## src/rtl/bus_ram_bridge.sv

```systemverilog
// uart2bus internal-bus terminator mapping the bus address space onto NUM_BANKS RAM banks,
// with registered grant/RAM strobes, a latency-matched read return and a saturating error count.
module bus_ram_bridge #(
    parameter int unsigned BUS_AW     = 16,
    parameter int unsigned DATA_W     = 8,
    parameter int unsigned BANK_AW    = 10,
    parameter int unsigned NUM_BANKS  = 2,
    parameter int unsigned RD_LATENCY = 1,
    parameter logic [DATA_W-1:0] OOR_DATA = 8'hFF
) (
    input  logic                          clock,
    input  logic                          reset,
    input  logic [BUS_AW-1:0]             int_address,
    input  logic [DATA_W-1:0]             int_wr_data,
    input  logic                          int_write,
    input  logic                          int_read,
    input  logic                          int_req,
    output logic                          int_gnt,
    output logic [DATA_W-1:0]             int_rd_data,
    output logic                          int_rd_valid,
    output logic [BANK_AW-1:0]            ram_addr,
    output logic [DATA_W-1:0]             ram_wr_data,
    output logic [NUM_BANKS-1:0]          ram_we,
    output logic [NUM_BANKS-1:0]          ram_en,
    input  logic [NUM_BANKS*DATA_W-1:0]   ram_rd_data,
    output logic [15:0]                   err_count
);

    localparam int unsigned BANK_W = $clog2(NUM_BANKS);
    localparam int unsigned BIDX_W = (BANK_W > 0) ? BANK_W : 1;
    localparam int unsigned DEC_W  = BANK_AW + BANK_W;
    localparam int unsigned CNT_W  = 3;

    typedef enum logic {
        IDLE,
        RD_WAIT
    } state_t;

    state_t                 state_q, state_d;
    logic [CNT_W-1:0]       cnt_q, cnt_d;
    logic [BIDX_W-1:0]      bank_q, bank_d;
    logic                   oor_q, oor_d;
    logic                   gnt_q;
    logic [NUM_BANKS-1:0]   we_q, we_d;
    logic [NUM_BANKS-1:0]   en_q, en_d;
    logic [BANK_AW-1:0]     addr_q, addr_d;
    logic [DATA_W-1:0]      wd_q, wd_d;
    logic                   valid_q, valid_d;
    logic [DATA_W-1:0]      rd_hold_q;
    logic [15:0]            err_q;
    logic                   err_inc;

    logic [BIDX_W-1:0]      bank;
    logic                   in_range;
    logic [NUM_BANKS-1:0]   bank_oh;
    logic [DATA_W-1:0]      sel_data;
    logic [DATA_W-1:0]      rd_out;

    if (BANK_W > 0) begin : g_bank
        assign bank = int_address[BANK_AW +: BANK_W];
    end else begin : g_one_bank
        assign bank = '0;
    end

    // NUM_BANKS is a power of two, so "address < NUM_BANKS << BANK_AW" is "upper bits zero".
    if (DEC_W < BUS_AW) begin : g_upper
        assign in_range = ~|int_address[BUS_AW-1:DEC_W];
    end else begin : g_full
        assign in_range = 1'b1;
    end

    always_comb begin
        bank_oh       = '0;
        bank_oh[bank] = 1'b1;
    end

    always_comb begin
        state_d = state_q;
        cnt_d   = cnt_q;
        bank_d  = bank_q;
        oor_d   = oor_q;
        we_d    = '0;
        en_d    = '0;
        addr_d  = addr_q;
        wd_d    = wd_q;
        valid_d = 1'b0;
        err_inc = 1'b0;
        case (state_q)
            IDLE: begin
                if (gnt_q && int_write) begin
                    err_inc = int_read || !in_range;
                    if (in_range) begin
                        we_d   = bank_oh;
                        addr_d = int_address[BANK_AW-1:0];
                        wd_d   = int_wr_data;
                    end
                end else if (gnt_q && int_read) begin
                    err_inc = !in_range;
                    if (in_range) begin
                        en_d   = bank_oh;
                        addr_d = int_address[BANK_AW-1:0];
                    end
                    bank_d  = bank;
                    oor_d   = !in_range;
                    cnt_d   = CNT_W'(1);
                    state_d = RD_WAIT;
                end
            end
            RD_WAIT: begin
                err_inc = gnt_q && (int_write || int_read);
                if (cnt_q == CNT_W'(RD_LATENCY)) begin
                    valid_d = 1'b1;
                    state_d = IDLE;
                end else begin
                    cnt_d = cnt_q + 1'b1;
                end
            end
            default: state_d = IDLE;
        endcase
    end

    always_comb begin
        sel_data = '0;
        for (int unsigned k = 0; k < NUM_BANKS; k++) begin
            if (bank_q == BIDX_W'(k)) sel_data = ram_rd_data[k*DATA_W +: DATA_W];
        end
    end

    // The bank slice is forwarded in the valid cycle itself so RAM data lands RD_LATENCY
    // cycles after ram_en; the hold register keeps it until the next read completes.
    assign rd_out = valid_q ? (oor_q ? OOR_DATA : sel_data) : rd_hold_q;

    always_ff @(posedge clock) begin
        if (reset) begin
            state_q   <= IDLE;
            cnt_q     <= '0;
            bank_q    <= '0;
            oor_q     <= 1'b0;
            gnt_q     <= 1'b0;
            we_q      <= '0;
            en_q      <= '0;
            addr_q    <= '0;
            wd_q      <= '0;
            valid_q   <= 1'b0;
            rd_hold_q <= '0;
            err_q     <= '0;
        end else begin
            state_q   <= state_d;
            cnt_q     <= cnt_d;
            bank_q    <= bank_d;
            oor_q     <= oor_d;
            gnt_q     <= int_req;
            we_q      <= we_d;
            en_q      <= en_d;
            addr_q    <= addr_d;
            wd_q      <= wd_d;
            valid_q   <= valid_d;
            rd_hold_q <= rd_out;
            if (err_inc && (err_q != '1)) err_q <= err_q + 1'b1;
        end
    end

    assign int_gnt      = gnt_q;
    assign int_rd_data  = rd_out;
    assign int_rd_valid = valid_q;
    assign ram_addr     = addr_q;
    assign ram_wr_data  = wd_q;
    assign ram_we       = we_q;
    assign ram_en       = en_q;
    assign err_count    = err_q;

endmodule

```

## config.mk

```make
export PLATFORM = sky130hd
export DESIGN_NAME = bus_ram_bridge
export DESIGN_NICKNAME = d
export VERILOG_FILES = /design/src/rtl/bus_ram_bridge.sv
export SDC_FILE = /design/constraint.sdc
export NUM_CORES = 1
export LEC_CHECK = 0
export CAP_MARGIN = 5
export CORE_ASPECT_RATIO = 1.5
export CORE_UTILIZATION = 47
export DETAILED_ROUTE_END_ITERATION = 10
export GPL_TIMING_DRIVEN = 0
export PLACE_DENSITY = 0.91
export SYNTH_ARGS = -nofsm -noshare
export SYNTH_HDL_FRONTEND = slang
export SYNTH_SLANG_ARGS = --single-unit
export TNS_END_PERCENT = 100
```

## constraint.sdc

```tcl
create_clock -name clock -period 3.6 [get_ports clock]
set_input_delay 0.36 -clock clock [delete_from_list [all_inputs] [get_ports clock]]
set_output_delay 0.36 -clock clock [all_outputs]
set_load 0.02 [all_outputs]
```

==> summary.txt <==
Clock tree
  – CTS Hold Bufs: 0
  – Clk_lat worst skew: 0.30 ns
  – CTS root buffer: clkbuf_8
  – CTS max path bufs: 2
  – CTS sink cnt: 54
  – # resized after CTS: 0
  – TritonCTS buffer count: 5
  – H-tree levels: 2
  – Setup Fix Bufs, Post-CTS: 0
  – Clk slew on worst S/H paths: around 0.090 ns
  – CTS tree: done

Timing
  – Final Hold Violating Endpoints: 0
  – Achievable Freq: approximately 400 MHz
  – Skew final: about 0.0097 ns
  – Final setup vio count: 0
  – Unrepaired setup endpoints after global routing: no
  – Setup_tns: 0 ns
  – Final slew viol count: 0
  – Least-Margin Pin Slew: 0.868 ns
  – Final worst-path cycle share: between 60% and 70%
  – Tmin final: around 2.5 ns
  – Rel. slew slack: between 40% and 50%

GRT
  – Number of global-route vias before repair: ~2300
  – GRT Overall Usage: 25.0%
  – Initial antenna violation count: 0
  – Largest net degree at the start of global routing: 16
  – First-pass GRT wire length: 10500 microns
  – Grt total ovfl: 0

Layout
  – Area growth from synthesis to layout: 45.2%
  – Final cell count without fillers: slightly above 400
  – Fill count: about 390
  – Share of cells above drive strength 1: under 10%
  – Design Area, Final: roughly 0.0036 sq mm
  – Fin nets: a little under 400
  – Antenna diodes: 0

Setup path
  – Crit-path max cell delay: approximately 0.64 ns
  – Worst path slowest cell: clkdlybuf4s50_1
  – CP Max Fanout: 9
  – Worst Path Arrival: around 2.1 ns
  – Worst Setup End Kind: output pin
  – CP Launch Type: flop
  – Critical path's most frequent cell: clkbuf_1
  – Worst setup path class: reg2out
  – CP cell instances: clkbuf_1, nand2b_1, clkbuf_1, o22a_1, clkdlybuf4s50_1
  – Worst path required time: 3.24 ns

Synthesis
  – Library cells used by synthesis: 48
  – Seq/Total Area, Yosys: between 40 and 50%
  – Syn avg cell area: approximately 9.9 sq um
  – Synth Register Bits: between 50 and 60
  – Synthesized cell area: roughly 0.0025 sq mm
  – Number of flops mapped to enable cells by yosys: 0
  – Syn Inst Count: about 250
  – Synth area leaders: dfxtp_1 44%, mux2i_1 8.2%, mux2_2 5.5%, nor2_1 4.0%, nor2b_1 3.6%
  – Yosys warnings: 0
  – Commonest cells in the netlist: 54 x dfxtp_1, 26 x nor2_1, 20 x mux2i_1
  – Largest area contributor in the netlist: dfxtp_1
  – Top-area cell type share of the netlist area: between 40% and 50%
  – Most frequent cell after synthesis: dfxtp_1
  – Ys flop type: dfxtp_1
  – Post-synth ARST share: 0%
  – Synthesized net count: roughly 300

Min path
  – Hold WC Path Type: reg2reg

Floorplan
  – Die area: roughly 0.0055 sq mm
  – Placeable Area: 0.00493 sq mm
  – Initial Util: 49.9%
  – Die Y: about 91 microns
  – Die width: 61.0 microns
  – Row count: 31
  – Ports: 93

Placed design
  – Placed Cells: slightly above 400
  – Dpl cell area: about 0.0035 sq mm
  – Final HPWL DP: approximately 4700 microns
  – # port buffers: 92
  – RD Place Congestion: between 0.8 and 0.9

Routing
  – Vias: roughly 2300
  – DRC Markers: 0
  – Iteration-0 DRC Markers: about 170
  – Routed length per placed instance: ~15 microns
  – Vias per std cell: 5.62
  – Total Wirelength: ~6400 microns
  – DRT Pass-1 Iters: 4
  – Routed Antenna Nets: 0

Pwr
  – Post-route total power: roughly 1100 uW
  – VDD IR-drop max: approximately 0.24 mV
  – P per Cell Area: about 310 mW/mm^2
  – Cell leakage power: roughly 0.0012 uW

Status
  – Status: finished clean

Run
  – Max-cap violation count: 0
-- report_power, final --
part	internal, uW	switching, uW	total (uW)
clock network	208	190	398
logic	66.8	45.1	112
registers	601	4.16	605
total	876	239	1120
-- logic make-up after synthesis --
| kind of cell | synth area share [%] |
|---|---|
| multiplexers | 13.7 |
| AND/OR/NAND/NOR | 24.6 |
| buffers and inverters | 4.02 |
| adder cells (fa/ha/maj) | 1.53 |
| XOR/XNOR | 0.357 |
| AO/OA/AOI/OAI | 11.9 |
| flip-flops | 44.0 |
-- metrics by stage --
step                setup slack, ns  util (%)  hold slack, ns
floorplan                      1.59         -           0.437
global placement               1.08      70.2           0.462
detailed placement             1.04      70.2           0.477
CTS                            1.10      72.4           0.490
global route                   1.00      72.4           0.529
finish                         1.11      72.4           0.488
-- sequential cells by signal (all words and copies together), names as in the netlist --
| signal | count |
|---|---|
| rd_hold_q | 8 |
| bank_q | 1 |
| oor_q | 1 |
| state_q | 1 |
| ram_addr | 10 |
| cnt_q | 3 |
| err_count | 16 |
| int_gnt | 1 |
| int_rd_valid | 1 |
| ram_en | 2 |
| ram_wr_data | 8 |
| ram_we | 2 |
-- final timing paths --
path	start	cells past startpoint	end	slack, ns
worst max register to register	err_count[0]	6	err_count[1]	1.25
worst min-delay path	cnt_q[1]	2	cnt_q[1]	0.49
worst min register to register	cnt_q[1]	2	cnt_q[1]	0.49
worst max-delay path	int_rd_valid	5	int_rd_data[1]	1.11
-- critical path, delay by kind of cell, from the launching register on --
kind | cells | cell delay (ns)
flops | 1 | 0.32
buf+inv | 3 | 1.17
compound gates | 1 | 0.22
simple gates | 1 | 0.12
-- cell usage in the layout (no fill, tap or decap), types with 2 or more instances in the layout --
master           instances
clkdlybuf4s50_1         92
or4_1                    6
and4_1                   2
and3_1                   2
nand4_1                  5
o21ai_0                  3
o22a_1                   8
nand3_1                  6
nand2b_1                 3
clkbuf_1                 9
nor2_1                  26
nor3_1                   3
mux2_2                  12
o31ai_1                  6
nor2b_1                 14
clkbuf_8                 6
a21oi_1                 11
or3_1                    2
buf_1                    3
nor4b_1                  4
nor4bb_1                 2
inv_1                    5
nor3b_1                  2
nor4_1                   6
nand2_1                  9
ha_1                     3
or4_4                    2
buf_2                    2
mux2i_1                 20
nand3b_1                 2
dfxtp_1                 54
-- area by class of cell --
cell class,instances,area [sq um],area share (%)
repair buffers,92,921,25.8
clock inverters,1,30.0,0.842
inverters,5,18.8,0.526
plain buffers,15,80.1,2.25
clock buffers,7,76.3,2.14
flip-flops and latches,54,1080,30.3
well taps,66,82.6,2.32
multi-input cells,175,1280,35.8
-- layer usage --
| layer | up-vias | share of wire [%] | track usage [%] | wire length, microns |
|---|---|---|---|---|
| li1 | 1116 | - | - | - |
| met1 | 1078 | 38 | 27.9 | 2460 |
| met2 | 117 | 54 | 42.8 | 3430 |
| met3 | 21 | 5.2 | 5.73 | 334 |
| met4 | 0 | 2.7 | 11.4 | 175 |
| met5 | - | 0 | 0 | 0 |
Note: power is estimated with default switching activity, not from simulation.
